[config.mk]
export PLATFORM = sky130hd
export DESIGN_NAME = pipe_skid_stage
export DESIGN_NICKNAME = d
export VERILOG_FILES = /design/src/rtl/pipe_skid_stage.sv
export SDC_FILE = /design/constraint.sdc
export NUM_CORES = 1
export LEC_CHECK = 0
export ABC_AREA = 1
export CORE_ASPECT_RATIO = 1.2
export CORE_MARGIN = 2
export CORE_UTILIZATION = 51
export CTS_BUF_LIST = sky130_fd_sc_hd__clkbuf_8
export CTS_CLUSTER_DIAMETER = 120
export DETAILED_ROUTE_END_ITERATION = 7
export HOLD_SLACK_MARGIN = 0.03
export PLACE_DENSITY = 0.93
export SYNTH_ARGS = -nofsm -noshare
export SYNTH_HDL_FRONTEND = slang
export SYNTH_SLANG_ARGS = --single-unit
[constraint.sdc]
create_clock -name clk -period 1.9 [get_ports clk]
set_input_delay 0.57 -clock clk [delete_from_list [all_inputs] [get_ports clk]]
set_output_delay 0.57 -clock clk [all_outputs]
set_load 0.05 [all_outputs]
[src/rtl/pipe_skid_stage.sv]
// Pipeline stage with a main register and a one-entry skid buffer so that
// in_ready is registered and never depends combinationally on out_ready.
//
// state    | meaning
// ST_EMPTY | no valid entry; out_ctrl carries the bubble encoding
// ST_FULL  | main register holds a valid entry, skid register unused
// ST_SKID  | main and skid both hold valid entries; upstream is held off
module pipe_skid_stage #(
  parameter int                 DATA_W      = 192,
  parameter int                 CTRL_W      = 16,
  parameter logic [CTRL_W-1:0]  BUBBLE_CTRL = '0
) (
  input  logic              clk,
  input  logic              reset,
  input  logic              flush,
  input  logic              in_valid,
  output logic              in_ready,
  input  logic [CTRL_W-1:0] in_ctrl,
  input  logic [DATA_W-1:0] in_data,
  output logic              out_valid,
  input  logic              out_ready,
  output logic [CTRL_W-1:0] out_ctrl,
  output logic [DATA_W-1:0] out_data,
  output logic [15:0]       stall_cnt
);

  typedef enum logic [1:0] {
    ST_EMPTY = 2'd0,
    ST_FULL  = 2'd1,
    ST_SKID  = 2'd2
  } state_e;

  state_e              state_q,     state_d;
  logic                in_ready_q,  in_ready_d;
  logic                out_valid_q, out_valid_d;
  logic [CTRL_W-1:0]   main_ctrl_q, main_ctrl_d;
  logic [DATA_W-1:0]   main_data_q, main_data_d;
  logic [CTRL_W-1:0]   skid_ctrl_q, skid_ctrl_d;
  logic [DATA_W-1:0]   skid_data_q, skid_data_d;
  logic [15:0]         stall_cnt_q, stall_cnt_d;

  logic                in_xfer;
  logic                out_xfer;

  assign in_xfer  = in_valid & in_ready_q;
  assign out_xfer = out_valid_q & out_ready;

  always_comb begin
    state_d     = state_q;
    main_ctrl_d = main_ctrl_q;
    main_data_d = main_data_q;
    skid_ctrl_d = skid_ctrl_q;
    skid_data_d = skid_data_q;
    stall_cnt_d = stall_cnt_q;

    unique case (state_q)
      ST_EMPTY: begin
        if (in_xfer) begin
          main_ctrl_d = in_ctrl;
          main_data_d = in_data;
          state_d     = ST_FULL;
        end
      end
      ST_FULL: begin
        if (in_xfer && out_xfer) begin
          main_ctrl_d = in_ctrl;
          main_data_d = in_data;
        end else if (in_xfer) begin
          skid_ctrl_d = in_ctrl;
          skid_data_d = in_data;
          state_d     = ST_SKID;
        end else if (out_xfer) begin
          state_d     = ST_EMPTY;
        end
      end
      ST_SKID: begin
        // in_ready is low here, so only the drain of main can happen
        if (out_xfer) begin
          main_ctrl_d = skid_ctrl_q;
          main_data_d = skid_data_q;
          state_d     = ST_FULL;
        end
      end
      default: state_d = ST_EMPTY;
    endcase

    // An idle stage must present a bubble; the data word is left as-is.
    if (state_d == ST_EMPTY) begin
      main_ctrl_d = BUBBLE_CTRL;
    end

    if (flush) begin
      state_d     = ST_EMPTY;
      main_ctrl_d = BUBBLE_CTRL;
      main_data_d = '0;
      skid_ctrl_d = BUBBLE_CTRL;
      skid_data_d = '0;
    end

    if (out_valid_q && !out_ready && (stall_cnt_q != 16'hFFFF)) begin
      stall_cnt_d = stall_cnt_q + 16'd1;
    end

    in_ready_d  = (state_d != ST_SKID);
    out_valid_d = (state_d != ST_EMPTY);
  end

  always_ff @(posedge clk) begin
    if (reset) begin
      state_q     <= ST_EMPTY;
      in_ready_q  <= 1'b1;
      out_valid_q <= 1'b0;
      main_ctrl_q <= BUBBLE_CTRL;
      main_data_q <= '0;
      skid_ctrl_q <= BUBBLE_CTRL;
      skid_data_q <= '0;
      stall_cnt_q <= 16'd0;
    end else begin
      state_q     <= state_d;
      in_ready_q  <= in_ready_d;
      out_valid_q <= out_valid_d;
      main_ctrl_q <= main_ctrl_d;
      main_data_q <= main_data_d;
      skid_ctrl_q <= skid_ctrl_d;
      skid_data_q <= skid_data_d;
      stall_cnt_q <= stall_cnt_d;
    end
  end

  assign in_ready  = in_ready_q;
  assign out_valid = out_valid_q;
  assign out_ctrl  = main_ctrl_q;
  assign out_data  = main_data_q;
  assign stall_cnt = stall_cnt_q;

endmodule

==> results.json <==
{
  "status": "completed",
  "postCtsSetupRepairBufs": 0,
  "period_needed_ns": 1.87,
  "r2r-start": "state_q[1]$_SDFF_PP0_",
  "power_density_nw_per_um2": 872,
  "boundaryPins": 439,
  "wl_met2_um": 26200,
  "dr.pass1.iters": 6,
  "cp-startpoint": "state_q[1]$_SDFF_PP0_",
  "wirelength_um": 53600,
  "worstPathMaxFanout": 106,
  "synth_area_per_cell_um2": 7.17,
  "rsz0062_at_grt": "yes",
  "cp.arrival_ns": 2.32,
  "vdd_drop_max_mv": 0.656,
  "clk_pin_slew_worst_paths_ns": 0.06,
  "yosysSeqAreaShare_pct": 49.4,
  "drc": 0,
  "leakage_nw": 9.93,
  "drt-initial-drc-count": 1539,
  "grt_pass1_vias": 17700,
  "antenna_found_initial": 5,
  "grt_max_degree": 110,
  "endpoint_kind": "flop",
  "num_rows": 74,
  "cts_resized": 0,
  "worst_hold_path_type": "reg2reg",
  "clk_latency_ns": 0.60,
  "skew_ns": 0.0351,
  "ys_ff_latch": 436,
  "core_area_um2": 34100,
  "grt_use_total_pct": 28.2,
  "syn-num-nets": 2679,
  "fmax_ghz": 0.536,
  "relSlewSlack_pct": 68.7,
  "cp-start-kind": "flop",
  "final_common_cell": "o21ai_0",
  "cts-root-buf": "clkbuf_8",
  "final_core_util_pct": 69.8,
  "yosysWarnings": 0,
  "die-area_um2": 36200,
  "cts_tree": "yes",
  "synth_cell_types": 26,
  "report.final.setup_viol": 0,
  "cts-htree-levels": 3,
  "grt.overflow.total": 0,
  "portBuffers": 438,
  "cts-buffers-inserted": 68,
  "crit_required_ns": 2.36,
  "cap_viol_max_count": 0,
  "start_util_pct": 51.9,
  "worstHoldStart": "skid_data_q[87]$_SDFFE_PP0P_",
  "hold_viol_final": 0,
  "drive_gt1_share_pct": 15.2,
  "grt_pass1_wl_um": 84400,
  "cts_buffer_depth": 3,
  "clock_sinks": 436,
  "nets": 3096,
  "via_count": 18200,
  "dr_wl_met3_um": 4350,
  "viasPerCell": 5.38,
  "synth_area_leader_cell": "dfxtp_1",
  "worst_slew_pin_slew_ns": 0.470,
  "report.final.slew_viol_count": 0,
  "crit_type": "reg2reg",
  "postCtsHoldBufs": 0,
  "wl_per_cell_um": 15.8,
  "holdWs_ns": 0.444,
  "mostFrequentLayoutCells": "o21ai_0 (605), dfxtp_1 (436), nor2_1 (413), nand2_1 (320), buf_4 (280)",
  "synth.top_cells.by_area": "dfxtp_1 (49%), o21ai_0 (17%), nor2_1 (8.8%), nand2_1 (6.8%), a21oi_1 (6.2%)",
  "syn_to_final_growth_pct": 34.7,
  "gp_congestion": 0.861,
  "synth_area_um2": 17700,
  "drtAntennaViolNets": 0,
  "period_share_pct": 98.2,
  "met1_length_um": 19800,
  "die_h_um": 208,
  "synth.top_cell.area_share_pct": 49.4,
  "dp_hpwl_um": 37000,
  "synthCells": 2465,
  "chipWidth_um": 174,
  "top_layer": "met4"
}
[cell usage after synthesis]
cell type	instances
ha_1	1
clkinv_2	1
xor2_1	4
xnor2_1	2
clkbuf_1	121
buf_2	42
nand2_4	1
o21ai_1	1
buf_4	4
dfxtp_1	436
o211ai_1	1
o21ai_0	608
a21oi_1	220
nand2_2	10
inv_1	229
buf_8	1
nor2_2	1
nand4_1	5
nor2_1	414
nand3_1	11
nand2_1	322
o21ai_2	2
nand3b_1	1
inv_2	11
buf_6	12
buf_1	4
[power by group]
group | internal, W | switching (W) | leakage (nW)
combinational | 0.00123 | 0.00205 | 5.63
clock | 0.00428 | 0.00359 | 0.762
sequential | 0.00944 | 0.000162 | 3.54
total | 0.0149 | 0.00580 | 9.93
[logic make-up after synthesis]
logic type / count (synthesis) / synth area share [%]
DFF: 436 / 49.4
xor gates and xnor gates: 6 / 0.297
AOI/OAI and AO/OA: 832 / 23.6
adders and majority gates: 1 / 0.0708
and+or+nand+nor: 765 / 16.6
buffers and inverters: 425 / 9.99
[worst max-delay path: stages, from the launching register on]
cell and delay [ns]:
dfxtp_1 0.36, inv_2 0.07, nor2_2 0.22, inv_8 0.12
nand2_1 0.12, nand2_4 0.12, buf_12 0.24, o21ai_0 0.34
nor2_1 0.06
[path summary, 6_finish.rpt]
kind	end	slack [ns]	cells past startpoint
setup / recovery	out_data[58]$_SDFFE_PP0P_	0.03	8
hold reg to reg	skid_data_q[87]$_SDFFE_PP0P_	0.44	2
setup reg to reg	out_data[58]$_SDFFE_PP0P_	0.03	8
hold / removal	skid_data_q[87]$_SDFFE_PP0P_	0.44	2
[registers in the layout, indices dropped and copies added (netlist names)]
signal,count
skid_data_q,192
state_q,2
stall_cnt,16
out_ctrl,16
skid_ctrl_q,16
in_ready,1
out_valid,1
out_data,192
[routing by layer]
metal | track usage (%) | vias up
li1 | - | 8760
met1 | 30.7 | 8425
met2 | 48.8 | 833
met3 | 6.80 | 199
met4 | 18.3 | 0
met5 | 0 | -
[layout make-up]
| class | count | area (um2) |
|---|---|---|
| fillers | 2450 | 10300 |
| flip-flops and latches | 436 | 8730 |
| multi-input cells | 1604 | 7200 |
| repair buffers | 531 | 5000 |
| clock buffers | 88 | 1210 |
| inverters | 241 | 920 |
| well taps | 456 | 571 |
| clock inverters | 26 | 146 |
| diodes | 6 | 15.0 |
[per-stage QoR]
step | total power, W | TNS [ns] | cells | instance area (um2) | worst slack [ns]
final | 0.0207 | 0 | 3388 | 23800 | 0.0348
after global routing | 0.0215 | -0.00347 | 3387 | 23800 | -0.00347
after CTS | 0.0208 | 0 | 3382 | 23800 | 0.0440
after detailed placement | 0.0130 | -114.36 | 3268 | 22400 | -0.383
after global placement | 0.0129 | -81.70 | 3268 | 22400 | -0.318
after floorplan | 0.0117 | 0 | 2465 | 17700 | 0.00849
No activity file was read; power rests on OpenSTA's default activity.
==> patch 1: new RTL, same settings <==
Register the output `stall_cnt` once more, with the module's reset; this adds one clock of latency there. The other outputs are not delayed to match.
--- a/src/rtl/pipe_skid_stage.sv
+++ b/src/rtl/pipe_skid_stage.sv
@@ -133,3 +133,9 @@
   assign out_data  = main_data_q;
-  assign stall_cnt = stall_cnt_q;
+  always_ff @(posedge clk) begin
+    if (reset) begin
+      stall_cnt <= '0;
+    end else begin
+      stall_cnt <= stall_cnt_q;
+    end
+  end
 
Function: changed (Yosys sat finds a counterexample within 4 cycles, from zero or initial values and one cycle with reset high).
==> patch 1 against the unedited design <==
Design area increased by 2.4%; sequential cell count increased by 16; critical path depth decreased by 7; clock skew about the same; worst setup slack improved by 0.048 ns; sequential power increased by 3.4%; total power increased by 5.0%; die area increased by 2.3%; clock power increased by 7.8%; routed wire length increased by 1.5%; largest power group unchanged; synthesized area increased by 2.4%.
==> patch 1: results <==
[critical_path]
reg2reg_depth = 7
worst-endpoint-arrival_ns = 1.25
worstSetupStartpoint = out_valid$_SDFF_PP0_
r2r_slack_ns = 0.11
cpPeakStageDelay_ns = 0.43
critPathMaxFanout = 3
reg2reg_from = state_q[0]$_SDFF_PP0_
r2r-end = out_data[44]$_SDFFE_PP0P_
worstSetupEndpoint = out_valid

[global_routing]
grt_max_degree = 101
grt_pass1_wl_mm = 85.86
track_usage_pct = 28.20
grt_pass1_vias = 18380
grt_antenna_before_repair = 3

[power]
irDropWorstVdd_uv = 697.3
power_leakage_nw = 10.22

[route]
wl_mm = 54.37
vias_per_cell = 5.353
drtIter0Drc = 1286

[place]
placed_area_um2 = 22880
place_congestion = 0.8709
hpwlAfterDp_mm = 38.12
post-place-ws_ns = -0.4198
dp_cells = 3322

[final_layout]
nets = 3147
drive_gt1_share_pct = 15.58

[sta]
worstMarginPinSlew_ns = 0.5237
skew_ns = 0.03474
setup_slack_ns = 0.08309

[status]
outcome = finished clean

[logic_synthesis]
ys_top_cells_by_count = o21ai_0, dfxtp_1, nor2_1
ys_seq_area_share_pct = 50.03
synthTopCellsByArea = dfxtp_1, o21ai_0, nor2_1
syn_area_per_cell_um2 = 7.215
synth_cell_types = 25

[clock_network]
cts_buffers = 71
-- patch 1: worst min path at each step --
stage,startpoint,endpoint,slack [ns]
2_1_floorplan,skid_ctrl_q[0]$_SDFFE_PP0P_,skid_ctrl_q[0]$_SDFFE_PP0P_,0.42
3_3_place_gp,skid_data_q[153]$_SDFFE_PP0P_,skid_data_q[153]$_SDFFE_PP0P_,0.43
3_5_place_dp,skid_data_q[78]$_SDFFE_PP0P_,skid_data_q[78]$_SDFFE_PP0P_,0.44
4_1_cts,skid_data_q[78]$_SDFFE_PP0P_,skid_data_q[78]$_SDFFE_PP0P_,0.44
5_1_grt,skid_ctrl_q[14]$_SDFFE_PP0P_,skid_ctrl_q[14]$_SDFFE_PP0P_,0.46
6_report,skid_data_q[54]$_SDFFE_PP0P_,skid_data_q[54]$_SDFFE_PP0P_,0.44
-- patch 1: cell families (layout without fill, tap and decap cells) --
kind of cell               count (synthesis)  after routing  share of synthesized area [%]
adders and majority gates                  1              1                        0.06916
other                                      0              1                              0
and+or+nand+nor                          775            775                          16.44
DFF                                      452            452                          50.03
xor gates and xnor gates                   6              6                         0.2905
buffers and inverters                    439            917                          10.04
AOI/OAI and AO/OA                        834            834                          23.13
-- patch 1: power by group --
group	leakage [nW]	internal (mW)	switching, mW
sequential	3.67	9.77	0.162
clock	0.834	4.70	3.77
combinational	5.72	1.29	2.08
-- patch 1: layout make-up --
class / instances / area, µm²
sequential: 452 / 9049
antenna: 1 / 2.502
inverter: 252 / 958.4
clock inverter: 38 / 276.5
tap: 462 / 578.1
timing repair buffer: 540 / 5055
fill: 2451 / 10630
clock buffer: 87 / 1197
multi-input combinational: 1616 / 7258
-- patch 1: layer usage --
layer / global-route usage [%] / up-vias / wire, µm / share of wire, %
met4: 17.84 / 2 / 3306 / 6.1
met1: 29.37 / 8503 / 19650 / 36
met3: 7.323 / 233 / 4209 / 7.7
li1: - / 8887 / - / -
met5: 0 / - / 13 / 0.024
met2: 50.31 / 831 / 27190 / 50
-- patch 1: worst reg2reg max path, delay by kind of cell (launching register included) --
kind / cells / cell delay (ns)
buf+inv: 3 / 0.85
flops: 1 / 0.41
simple gates: 2 / 0.14
compound gates: 2 / 0.32
==> patch 2: new RTL, same flow settings <==
Without the edit above. The parameter `DATA_W` goes from 192 to 96.
--- a/src/rtl/pipe_skid_stage.sv
+++ b/src/rtl/pipe_skid_stage.sv
@@ -8,3 +8,3 @@
 module pipe_skid_stage #(
-  parameter int                 DATA_W      = 192,
+  parameter int                 DATA_W      = 96,
   parameter int                 CTRL_W      = 16,
Ports: changed (resized in_data and out_data); port bits go from 439 to 247. No check against the original RTL was run, so the function may have changed too.
==> patch 2 against the unedited design <==
Critical path type is now reg -> out; register-to-register slack better by 0.20 ns; synthesized cell count is 42% lower; synthesized area is 43% lower; total power is 46% lower; design area fell by 44%; via count shrank 45%; routed wire length shrank 50%; worst setup slack improved by 0.095 ns; sequential cell count shrank 192; cell count is 43% lower.
==> patch 2: results <==
[clock_network]
cts_max_level = 2
postCtsSetupBuffers = 0
cts_buffer_depth = 3
cts_buffers = 39
cts_resized = 0
insertion_delay_ns = 0.53

[place]
hpwlAfterDp_mm = 17.99
post-place-ws_ns = -0.3119
place_congestion = 0.9008
io_buffers = 246
placed_area_um2 = 12630

[critical_path]
worstSetupStartpoint = stall_cnt[9]$_SDFFE_PP0P_
r2r-end = stall_cnt[14]$_SDFFE_PP0P_
cpPeakStageDelay_ns = 0.44
crit_family = flip-flops
critPathMaxFanout = 6
r2r_slack_ns = 0.23
reg2reg_from = stall_cnt[0]$_SDFFE_PP0P_
worst-endpoint-arrival_ns = 1.20
reg2reg_depth = 7

[global_routing]
grt_pass1_wl_mm = 43.61
track_usage_pct = 25.09
grt_pass1_vias = 9443
grt_max_degree = 117
grt_antenna_before_repair = 0

[power]
irDropWorstVdd_uv = 654.9
power_leakage_nw = 5.650

[final_layout]
nFillCells = 1529
diodes = 0
layout.cells.non_filler = 1930
drive_gt1_share_pct = 13.54
nets = 1764
postLayoutCoreUtil_pct = 68.40

[sta]
max_freq_mhz = 564.9
tns_ns = 0
relSlewSlack_pct = 69.87
skew_ns = 0.01551
whs_ns = 0.4432

[logic_synthesis]
synthTopCellsByArea = dfxtp_1, o21ai_0, nand2_1
async_flop_share_pct = 0
ys_seq_area_share_pct = 48.54
synth_cells = 1419
ys_top_cells_by_count = o21ai_0, dfxtp_1, nand2_1
synthesis.nets = 1537
synth_cell_types = 25

[route]
drtIter0Drc = 686
firstDrtPassIters = 8
vias = 9952
wl_mm = 26.98

[min_path]
min_to = skid_data_q[61]$_SDFFE_PP0P_
hold_start = skid_data_q[61]$_SDFFE_PP0P_

[status]
outcome = finished clean
patch 2: cell type report:
type	count	area share, %
flip-flops and latches	244	36.66
multi-input cells	932	31.41
repair buffers	284	20.15
clock buffers	44	4.545
inverters	145	4.141
well taps	261	2.451
clock inverters	20	0.6386
patch 2: metal layers:
metal	GRT usage (%)	vias up	wire length [µm]
li1	-	4993	-
met1	28.54	4520	10640
met2	43.85	364	13200
met3	6.276	75	2078
met4	13.01	0	1056
met5	0	-	0
patch 2: cells by family (layout without fill, tap and decap cells):
kind of cell / count (synthesis) / in the layout / share of synthesized area [%]
AO/OA/AOI/OAI: 448 / 448 / 22.34
adder cells (fa/ha/maj): 1 / 1 / 0.1243
buffers and inverters: 243 / 493 / 10.13
AND/OR/NAND/NOR: 477 / 477 / 18.34
XOR/XNOR: 6 / 6 / 0.5222
flip-flops: 244 / 244 / 48.54
patch 2: power by group:
part           total (mW)  internal (mW)  switching, mW
clock network        4.07           2.10           1.96
registers            5.36           5.27         0.0830
logic                1.72          0.651           1.07
total                11.1           8.03           3.12
